===== config.mk =====
export PLATFORM = sky130hd
export DESIGN_NAME = fetch_controller
export DESIGN_NICKNAME = d
export VERILOG_FILES = /design/src/rtl/riscv_pkg.sv /design/src/rtl/fetch_fifo.sv /design/src/rtl/fetch_controller.sv
export SDC_FILE = /design/constraint.sdc
export NUM_CORES = 1
export LEC_CHECK = 0
export CAP_MARGIN = 5
export CORE_ASPECT_RATIO = 2
export CORE_MARGIN = 3
export CORE_UTILIZATION = 55
export DETAILED_ROUTE_END_ITERATION = 12
export DONT_BUFFER_PORTS = 1
export PLACE_DENSITY = 0.74
export SLEW_MARGIN = 40
export SYNTH_ARGS = -nofsm -noshare
export SYNTH_HDL_FRONTEND = slang
export SYNTH_SLANG_ARGS = --single-unit

===== constraint.sdc =====
create_clock -name clk -period 12.9 [get_ports clk]
set_clock_uncertainty 0.05 [all_clocks]
set_input_delay 1.29 -clock clk [delete_from_list [all_inputs] [get_ports clk]]
set_output_delay 1.29 -clock clk [all_outputs]
set_load 0.01 [all_outputs]

===== src/rtl/riscv_pkg.sv =====
// Shared definitions for the fetch front end: datapath widths, the canonical
// NOP encoding and the fetch FSM state encodings.
package riscv_pkg;

   localparam int XLEN    = 32;
   localparam int INSTR_W = 32;

   localparam logic [INSTR_W-1:0] NOP = 32'h0000_0013;

   // Encodings are visible on the debug state port, so they are fixed here.
   typedef enum logic [1:0] {
      ST_RUN    = 2'd0,
      ST_HALTED = 2'd1,
      ST_FAULT  = 2'd2
   } fetch_state_t;

endpackage


===== src/rtl/fetch_fifo.sv =====
// Small synchronous prefetch FIFO. A flush empties it in one cycle. A push
// and a pop in the same cycle are both honoured, even when the FIFO is full.
// The head word is presented raw; callers gate it with empty if needed.
module fetch_fifo #(
   parameter int WIDTH = 64,
   parameter int DEPTH = 2,
   parameter int CNT_W = $clog2(DEPTH + 1)
) (
   input  logic             clk,
   input  logic             reset,
   input  logic             flush,
   input  logic             push,
   input  logic             pop,
   input  logic [WIDTH-1:0] wdata,
   output logic [WIDTH-1:0] rdata,
   output logic [CNT_W-1:0] count,
   output logic             full,
   output logic             empty
);

   localparam int PTR_W = (DEPTH > 1) ? $clog2(DEPTH) : 1;

   logic [WIDTH-1:0] mem [DEPTH];
   logic [PTR_W-1:0] wr_ptr;
   logic [PTR_W-1:0] rd_ptr;

   // Pointers wrap explicitly at DEPTH so the storage index never leaves range.
   function automatic logic [PTR_W-1:0] next_ptr(input logic [PTR_W-1:0] p);
      return (p == PTR_W'(DEPTH - 1)) ? '0 : p + 1'b1;
   endfunction

   assign rdata = mem[rd_ptr];
   assign full  = (count == CNT_W'(DEPTH));
   assign empty = (count == '0);

   // Storage write; contents need no reset because count qualifies them.
   always_ff @(posedge clk) begin
      if (push && !flush) begin
         mem[wr_ptr] <= wdata;
      end
   end

   // Pointer and occupancy bookkeeping; reset and flush both empty the FIFO.
   always_ff @(posedge clk) begin
      if (reset || flush) begin
         wr_ptr <= '0;
         rd_ptr <= '0;
         count  <= '0;
      end else begin
         if (push) begin
            wr_ptr <= next_ptr(wr_ptr);
         end
         if (pop) begin
            rd_ptr <= next_ptr(rd_ptr);
         end
         case ({push, pop})
            2'b10:   count <= count + 1'b1;
            2'b01:   count <= count - 1'b1;
            default: count <= count;
         endcase
      end
   end

endmodule


===== src/rtl/fetch_controller.sv =====
// Instruction fetch sequencer. It owns the PC and reads the combinational
// instruction memory. It queues {pc, instr} pairs in a prefetch FIFO for
// decode, and handles redirects, halt and out-of-range fetch faults.
module fetch_controller
   import riscv_pkg::*;
#(
   parameter logic [31:0] RESET_PC   = 32'h0000_0000,
   parameter int          FIFO_DEPTH = 2,
   parameter int          IMEM_WORDS = 256
) (
   input  logic                clk,
   input  logic                reset,
   output logic [XLEN-1:0]     imem_addr,
   input  logic [INSTR_W-1:0]  imem_instr,
   input  logic                redirect_valid,
   input  logic [XLEN-1:0]     redirect_pc,
   input  logic                halt,
   output logic                inst_valid,
   input  logic                inst_ready,
   output logic [INSTR_W-1:0]  inst_data,
   output logic [XLEN-1:0]     inst_pc,
   output logic                fault,
   output logic [1:0]          state
);

   localparam int              CNT_W   = $clog2(FIFO_DEPTH + 1);
   localparam int              ENTRY_W = XLEN + INSTR_W;
   localparam logic [XLEN-1:0] PC_MASK = ~32'd3;

   logic [XLEN-1:0]    fetch_pc;
   fetch_state_t       state_q;
   fetch_state_t       state_d;
   logic               fault_q;

   logic [CNT_W-1:0]   fifo_count;
   logic               fifo_full;
   logic               fifo_empty;
   logic [ENTRY_W-1:0] fifo_head;

   logic               do_pop;
   logic               room;
   logic               want_push;
   logic               do_push;
   logic               out_of_range;

   assign imem_addr  = fetch_pc;
   assign inst_valid = (fifo_count != '0);
   assign inst_pc    = fifo_empty ? '0 : fifo_head[ENTRY_W-1:INSTR_W];
   assign inst_data  = fifo_empty ? '0 : fifo_head[INSTR_W-1:0];
   assign fault      = fault_q;
   assign state      = state_q;

   // A redirect voids any handshake in its cycle because the FIFO is flushed.
   assign do_pop       = inst_valid && inst_ready && !redirect_valid;
   assign room         = !fifo_full || do_pop;
   assign out_of_range = {2'b00, fetch_pc[31:2]} >= 32'(IMEM_WORDS);
   assign want_push    = (state_q == ST_RUN) && !halt && !redirect_valid && room;
   assign do_push      = want_push && !out_of_range;

   fetch_fifo #(
      .WIDTH (ENTRY_W),
      .DEPTH (FIFO_DEPTH),
      .CNT_W (CNT_W)
   ) u_fifo (
      .clk   (clk),
      .reset (reset),
      .flush (redirect_valid),
      .push  (do_push),
      .pop   (do_pop),
      .wdata ({fetch_pc, imem_instr}),
      .rdata (fifo_head),
      .count (fifo_count),
      .full  (fifo_full),
      .empty (fifo_empty)
   );

   // Next-state logic: a redirect overrides everything but still respects halt.
   always_comb begin
      state_d = state_q;
      if (redirect_valid) begin
         state_d = halt ? ST_HALTED : ST_RUN;
      end else begin
         case (state_q)
            ST_RUN: begin
               if (halt) begin
                  state_d = ST_HALTED;
               end else if (want_push && out_of_range) begin
                  state_d = ST_FAULT;
               end
            end
            ST_HALTED: begin
               if (!halt) begin
                  state_d = ST_RUN;
               end
            end
            ST_FAULT: state_d = ST_FAULT;
            default:  state_d = ST_RUN;
         endcase
      end
   end

   // PC, FSM state and sticky fault register.
   always_ff @(posedge clk) begin
      if (reset) begin
         fetch_pc <= RESET_PC & PC_MASK;
         state_q  <= ST_RUN;
         fault_q  <= 1'b0;
      end else begin
         state_q <= state_d;
         if (redirect_valid) begin
            fetch_pc <= redirect_pc & PC_MASK;
            fault_q  <= 1'b0;
         end else begin
            if (do_push) begin
               fetch_pc <= fetch_pc + 32'd4;
            end
            if (want_push && out_of_range) begin
               fault_q <= 1'b1;
            end
         end
      end
   end

endmodule


Word-level counts from Yosys, hierarchy flattened. Memories as Yosys holds them, arrays and structs flattened. A register that Yosys moved wholly into a read port is not among the register bits. Index checks and enable logic that the tools add are counted.

Flip-flop bits (word level): 39. Bits in writable memories: 128. Bits of input ports: 69. Output and inout port bits: 100. Logic and storage cells: 59. Memories: 1.

Add/sub/neg operators: 5. $lt $le $gt $ge: 1. Equality and inequality tests: 7. Multiplexer cells: 17. Reductions and logical operators: 21.

Memories: u_fifo.mem (words 2, bits a word 64, read ports 1, clocked after Yosys merged registers in 1, write ports 1, line fetch_fifo.sv:23) `logic [WIDTH-1:0] mem [DEPTH];`.

Operators with widths (number): 32-bit 2-to-1 mux (4); 32-bit by 3-bit adder with 32-bit output, second input constant (1); 30-bit by 9-bit >= comparator with 1-bit output, second input constant (1); 1-bit logical AND (8); 2-bit 2-to-1 mux (4); 1-bit 2-to-1 mux (7); 2-bit == test, second input constant (3); 2-bit case mux with 3 select lines (1); 2-bit nonzero test (3); 2-bit by 1-bit == test with 1-bit output, second input constant (2); 1-bit zero test (4); 2-bit zero test (2); 4-bit by 3-bit != test with 1-bit output, second input constant (1); 2-bit case mux with 2 select lines (1); 3-bit != test, second input constant (1); 1-bit adder, second input constant (2); 2-bit by 1-bit adder with 2-bit output, second input constant (1); 1-bit logical OR (2); 2-bit AND reduction (1); 2-bit OR reduction (1); 2-bit by 1-bit subtractor with 2-bit output, second input constant (1).

Longest topological paths before layout.
Depth after elaboration: 10. Depth in mapped cells: 9. Depth with buffers taken out: 8.

By module. Synthesis repeated with hierarchy kept, for this count alone.

Cell total of the unflattened synthesis: 456. Area, all modules: 6700.2 um2.

Modules (own cells, without submodules): fetch_fifo (times used 1, cells an instance 221, area each 4814.6 um2, seq. area each 3943.8 um2); fetch_controller (times used 1, cells an instance 235, area each 1885.6 um2, seq. area each 660.6 um2).

Worst setup path before layout. No wires, ideal clock.

Kind: input to register. Start point: input redirect_valid. End point: memory u_fifo.mem[1][0] (enable). Setup time: 0.482 ns. Arrival time: 4.687 ns. Required time: 12.368 ns. Path slack: 7.681 ns. Cell stages on the path: 6. Path buffers: 2. Path through: clkbuf_1 > nor4_4 > o21a_1 > buf_2 > nand3_2 > nor2_1.

Longest elaborated chain between the ends: 8. Elaborated cells on any way between the ends: 9. Those cells by class: 2 x mux; 7 x reduce/logical.

RTL lines: start: declaration (line fetch_controller.sv:15) `input logic redirect_valid,`; 1-bit zero test * (line fetch_fifo.sv:38, fetch_controller.sv:54, fetch_controller.sv:57); 1-bit logical AND (line fetch_controller.sv:54) `assign do_pop = inst_valid && inst_ready && !redirect_valid;`; 1-bit logical OR (line fetch_controller.sv:55) `assign room = !fifo_full || do_pop;`; 1-bit logical AND (line fetch_controller.sv:57) `assign want_push = (state_q == ST_RUN) && !halt && !redirect_valid && room;`; 1-bit logical AND (line fetch_controller.sv:58) `assign do_push = want_push && !out_of_range;`; 1-bit logical AND * (line fetch_fifo.sv:38) `if (push && !flush) begin`; 1-bit 2-to-1 mux * (line fetch_fifo.sv:38); 1-bit 2-to-1 mux (implied by the code) * (line fetch_fifo.sv:39) `mem[wr_ptr] <= wdata;`; end: declaration (line fetch_fifo.sv:23).

Mark *: on every way between the ends. The rest lies on a longest branch, timed or not.

Worst setup path after layout.
Start point: register u_fifo.count[1]. End point: output inst_pc[24].

Longest elaborated chain between the ends: 2.

RTL lines: start: declaration (line fetch_fifo.sv:16) `output logic [CNT_W-1:0] count,`; start signal: assignment (line fetch_fifo.sv:57) `2'b10: count <= count + 1'b1;`; start signal: assignment (line fetch_fifo.sv:58) `2'b01: count <= count - 1'b1;`; start signal: assignment (line fetch_fifo.sv:59) `default: count <= count;`; 2-bit zero test (line fetch_fifo.sv:34) `assign empty = (count == '0);`; 32-bit 2-to-1 mux (line fetch_controller.sv:48) `assign inst_pc = fifo_empty ? '0 : fifo_head[ENTRY_W-1:INSTR_W];`; end: declaration (line fetch_controller.sv:21) `output logic [XLEN-1:0] inst_pc,`.

No other way between the ends.

==> summary.txt <==
Run status
  – Outcome: finished clean

GRT
  – Largest net degree at the start of global routing: between 60 and 70
  – GRT Util Overall: 0.1995
  – Global route overflow: 0
  – First-pass GRT wire length: roughly 20000 um
  – Initial antenna violation count: 0
  – Vias in the first global route: around 3800

Run
  – Max-Cap Viols: 0

CTS
  – Worst-Skew Late Latency: about 0.4 ns
  – Clk slew on worst S/H paths: ~0.060 ns
  – CTS resizes: 0
  – CTS tree: done
  – CTS sink count: 162
  – Clock Tree Root: clkbuf_16
  – Hold Buf Count CTS: 0
  – Postcts setup bufs: 0
  – H-tree Lvls: 4
  – Number of buffers created by CTS: 17
  – Clock Path Buffers: 2

Timing
  – Fmax: ~300 MHz
  – Headroom to the max-slew limit: 0.5302
  – Worst slew pin tran: 0.7026 ns
  – Post-route clock period utilization: 0.2547
  – Slew Limit Fails: 0
  – RSZ-0062 raised after global routing: no
  – Setup violations, final: 0
  – Final hold viol count: 0
  – Setup TNS: 0 ns
  – Post-layout min period: between 3 and 4 ns

Power
  – Gate power share: 0.023
  – VDD IR max: about 0.093 mV
  – Leakage: 2.325 nW
  – Seq pwr share: 0.518
  – PwrDens: roughly 150 nW/um2
  – Sw power: approximately 0.22 mW
  – Cell internal pwr: between 0.9 and 1 mW
  – Switch share: 0.1947
  – Clk pwr share: 0.458

Layout
  – Nets@finish: roughly 540
  – Fin util: 0.6358
  – Layout cell share with drive strength beyond 1: 0.09812
  – Fillers: about 900
  – Antenna Cells: 0
  – Layout area overhead: 11.72%
  – Post-Layout Cell Count: 621

Synth
  – Mean Syn Cell Area: around 14 um2
  – Synth Area in Compound Gates: 0.04388
  – Main synth FF type: edfxtp_1
  – Synth warn: 0
  – Largest family of logic cells by synthesized area: multiplexers
  – Mux share of post-synthesis cell area: 0.1293
  – Synth Register Bits: 162
  – Sequential-to-total area share from yosys stat: 0.6898
  – Synth unique cells: 38
  – Area share of xor/xnor cells in the synthesized design: 0.004042
  – Synth area leaders: edfxtp_1 57%, mux2i_1 13%, dfxtp_1 12%
  – Area leader, netlist: edfxtp_1
  – Post-synth EDFFs: ~120
  – Commonest cells post-synth: 124 x edfxtp_1, 96 x nor2_1, 84 x mux2i_1
  – Cell Area, Synth: between 6000 and 7000 um2
  – Count leader, synth: edfxtp_1
  – Post-Synthesis Cells: ~470
  – Yosys top cell area share: 0.5727
  – Post-Synth Adder-Cell Area: 0.005774
  – Post-Synth Simple-Gate Area: 0.09796
  – FFs w/ async S/R, synth: 0

Detailed routing
  – First drt pass iteration count: 4
  – WL per Instance: 20.74 um
  – Vias: roughly 3700
  – 1st-iter DRT viols: about 200
  – Routed Antenna Nets: 0
  – Remaining DRCs: 0
  – Via/cell ratio: ~6
  – Routed Wire Length: approximately 13000 um

Floorplanning
  – Die span in x: between 80 and 90 um
  – Core Rows: 55
  – Top Ports: 169
  – Core Footprint: approximately 11000 um2
  – Die height: 159.8 um
  – Die area: ~13000 um2
  – Initial core utilization: 0.5691

Worst setup path
  – Worst Path Arrival: ~2.0 ns
  – Crit. End Element: output port
  – Worst Path Max Fanout: 42
  – Worst Setup Start Kind: register
  – CP Data Required Time: approximately 12 ns
  – Crit Path Class: register to output port

Placement
  – # placed instances: approximately 600
  – # port buffers: 0
  – Detailed Place HPWL: approximately 9000 um
  – GP Congestion: between 0.8 and 0.9

Min path
  – Worst hold path class: register to register
-- cell families after synthesis --
kind of cell,after synthesis
flip-flops,162
multiplexers,84
AO/OA/AOI/OAI,37
buffers and inverters,40
XOR/XNOR,3
adder cells (fa/ha/maj),3
AND/OR/NAND/NOR,139
other,1
-- power groups by stage --
stage	Sequential (mW)	Combinational, mW	Clock [mW]
CTS	0.582	0.0260	0.525
finish	0.582	0.0262	0.514
global route	0.583	0.0292	0.551
detailed placement	0.593	0.0260	0
global placement	0.592	0.0251	0
floorplan	0.589	0.0256	0
-- cell type report --
cell class / instances / area (um2) / area share
Tap cell: 142 / 177.7 / 0.02446
Inverter: 9 / 33.78 / 0.004651
Timing Repair Buffer: 6 / 90.09 / 0.01240
Clock buffer: 20 / 436.7 / 0.06012
Multi-Input combinational cell: 270 / 1857 / 0.2556
Sequential cell: 162 / 4488 / 0.6179
Clock inverter: 12 / 180.2 / 0.02481
-- critical path, cell delays in order (launching register included) --
cell     delay [ns]
dfxtp_1        0.35
nor2_4         0.47
buf_4          0.49
nor2_1         0.20
-- through the flow --
step	setup slack [ns]	area [um2]	total power, mW	hold WS [ns]
after floorplan	7.681	6513	0.6144	0.3983
after global placement	9.033	6579	0.6173	0.4099
after detailed placement	8.971	6599	0.6188	0.4257
after CTS	9.407	7216	1.133	0.4343
after global routing	9.451	7263	1.163	0.4583
final	9.615	7263	1.122	0.4394
-- routing by layer --
layer	routed length, um	GRT usage	vias up
li1	-	-	1714
met1	4383	0.1989	1772
met2	7188	0.3622	161
met3	977	0.06866	26
met4	329	0.09747	0
met5	0	0	-
-- cells in the final DEF, fill, tap and decap left out, types with 4 or more instances in the layout --
cell | Yosys | layout
o311ai_1 | 6 | 6
nor2_1 | 96 | 94
mux2i_1 | 84 | 84
nand4_1 | 9 | 9
edfxtp_1 | 124 | 124
a31oi_1 | 6 | 6
clkbuf_16 | 0 | 17
nor4_2 | 4 | 4
a21oi_1 | 6 | 6
o41a_1 | 6 | 6
o21ai_0 | 4 | 4
bufinv_16 | 0 | 4
dfxtp_1 | 38 | 37
nand2_1 | 13 | 13
inv_1 | 9 | 8
conb_1 | 1 | 4
-- flip-flops by register name (all words and copies together) (netlist names), named ones only --
name,flops
u_fifo.mem,124
imem_addr,30
state,2
u_fifo.count,2
fault,1
u_fifo.rd_ptr,1
u_fifo.wr_ptr,1
-- final timing paths --
check	startpoint	end	slack, ns	cells after the start
min reg2reg	u_fifo.wr_ptr$_SDFFE_PP0P_	u_fifo.wr_ptr$_SDFFE_PP0P_	0.44	2
max reg2reg	imem_addr[15]$_SDFFE_PP0P_	u_fifo.mem[1][48]$_DFFE_PP_	9.88	5
min	u_fifo.wr_ptr$_SDFFE_PP0P_	u_fifo.wr_ptr$_SDFFE_PP0P_	0.44	2
max	u_fifo.count[1]$_SDFFE_PP0P_	inst_pc[24]	9.61	3
Note: power is estimated with default switching activity, not from simulation.
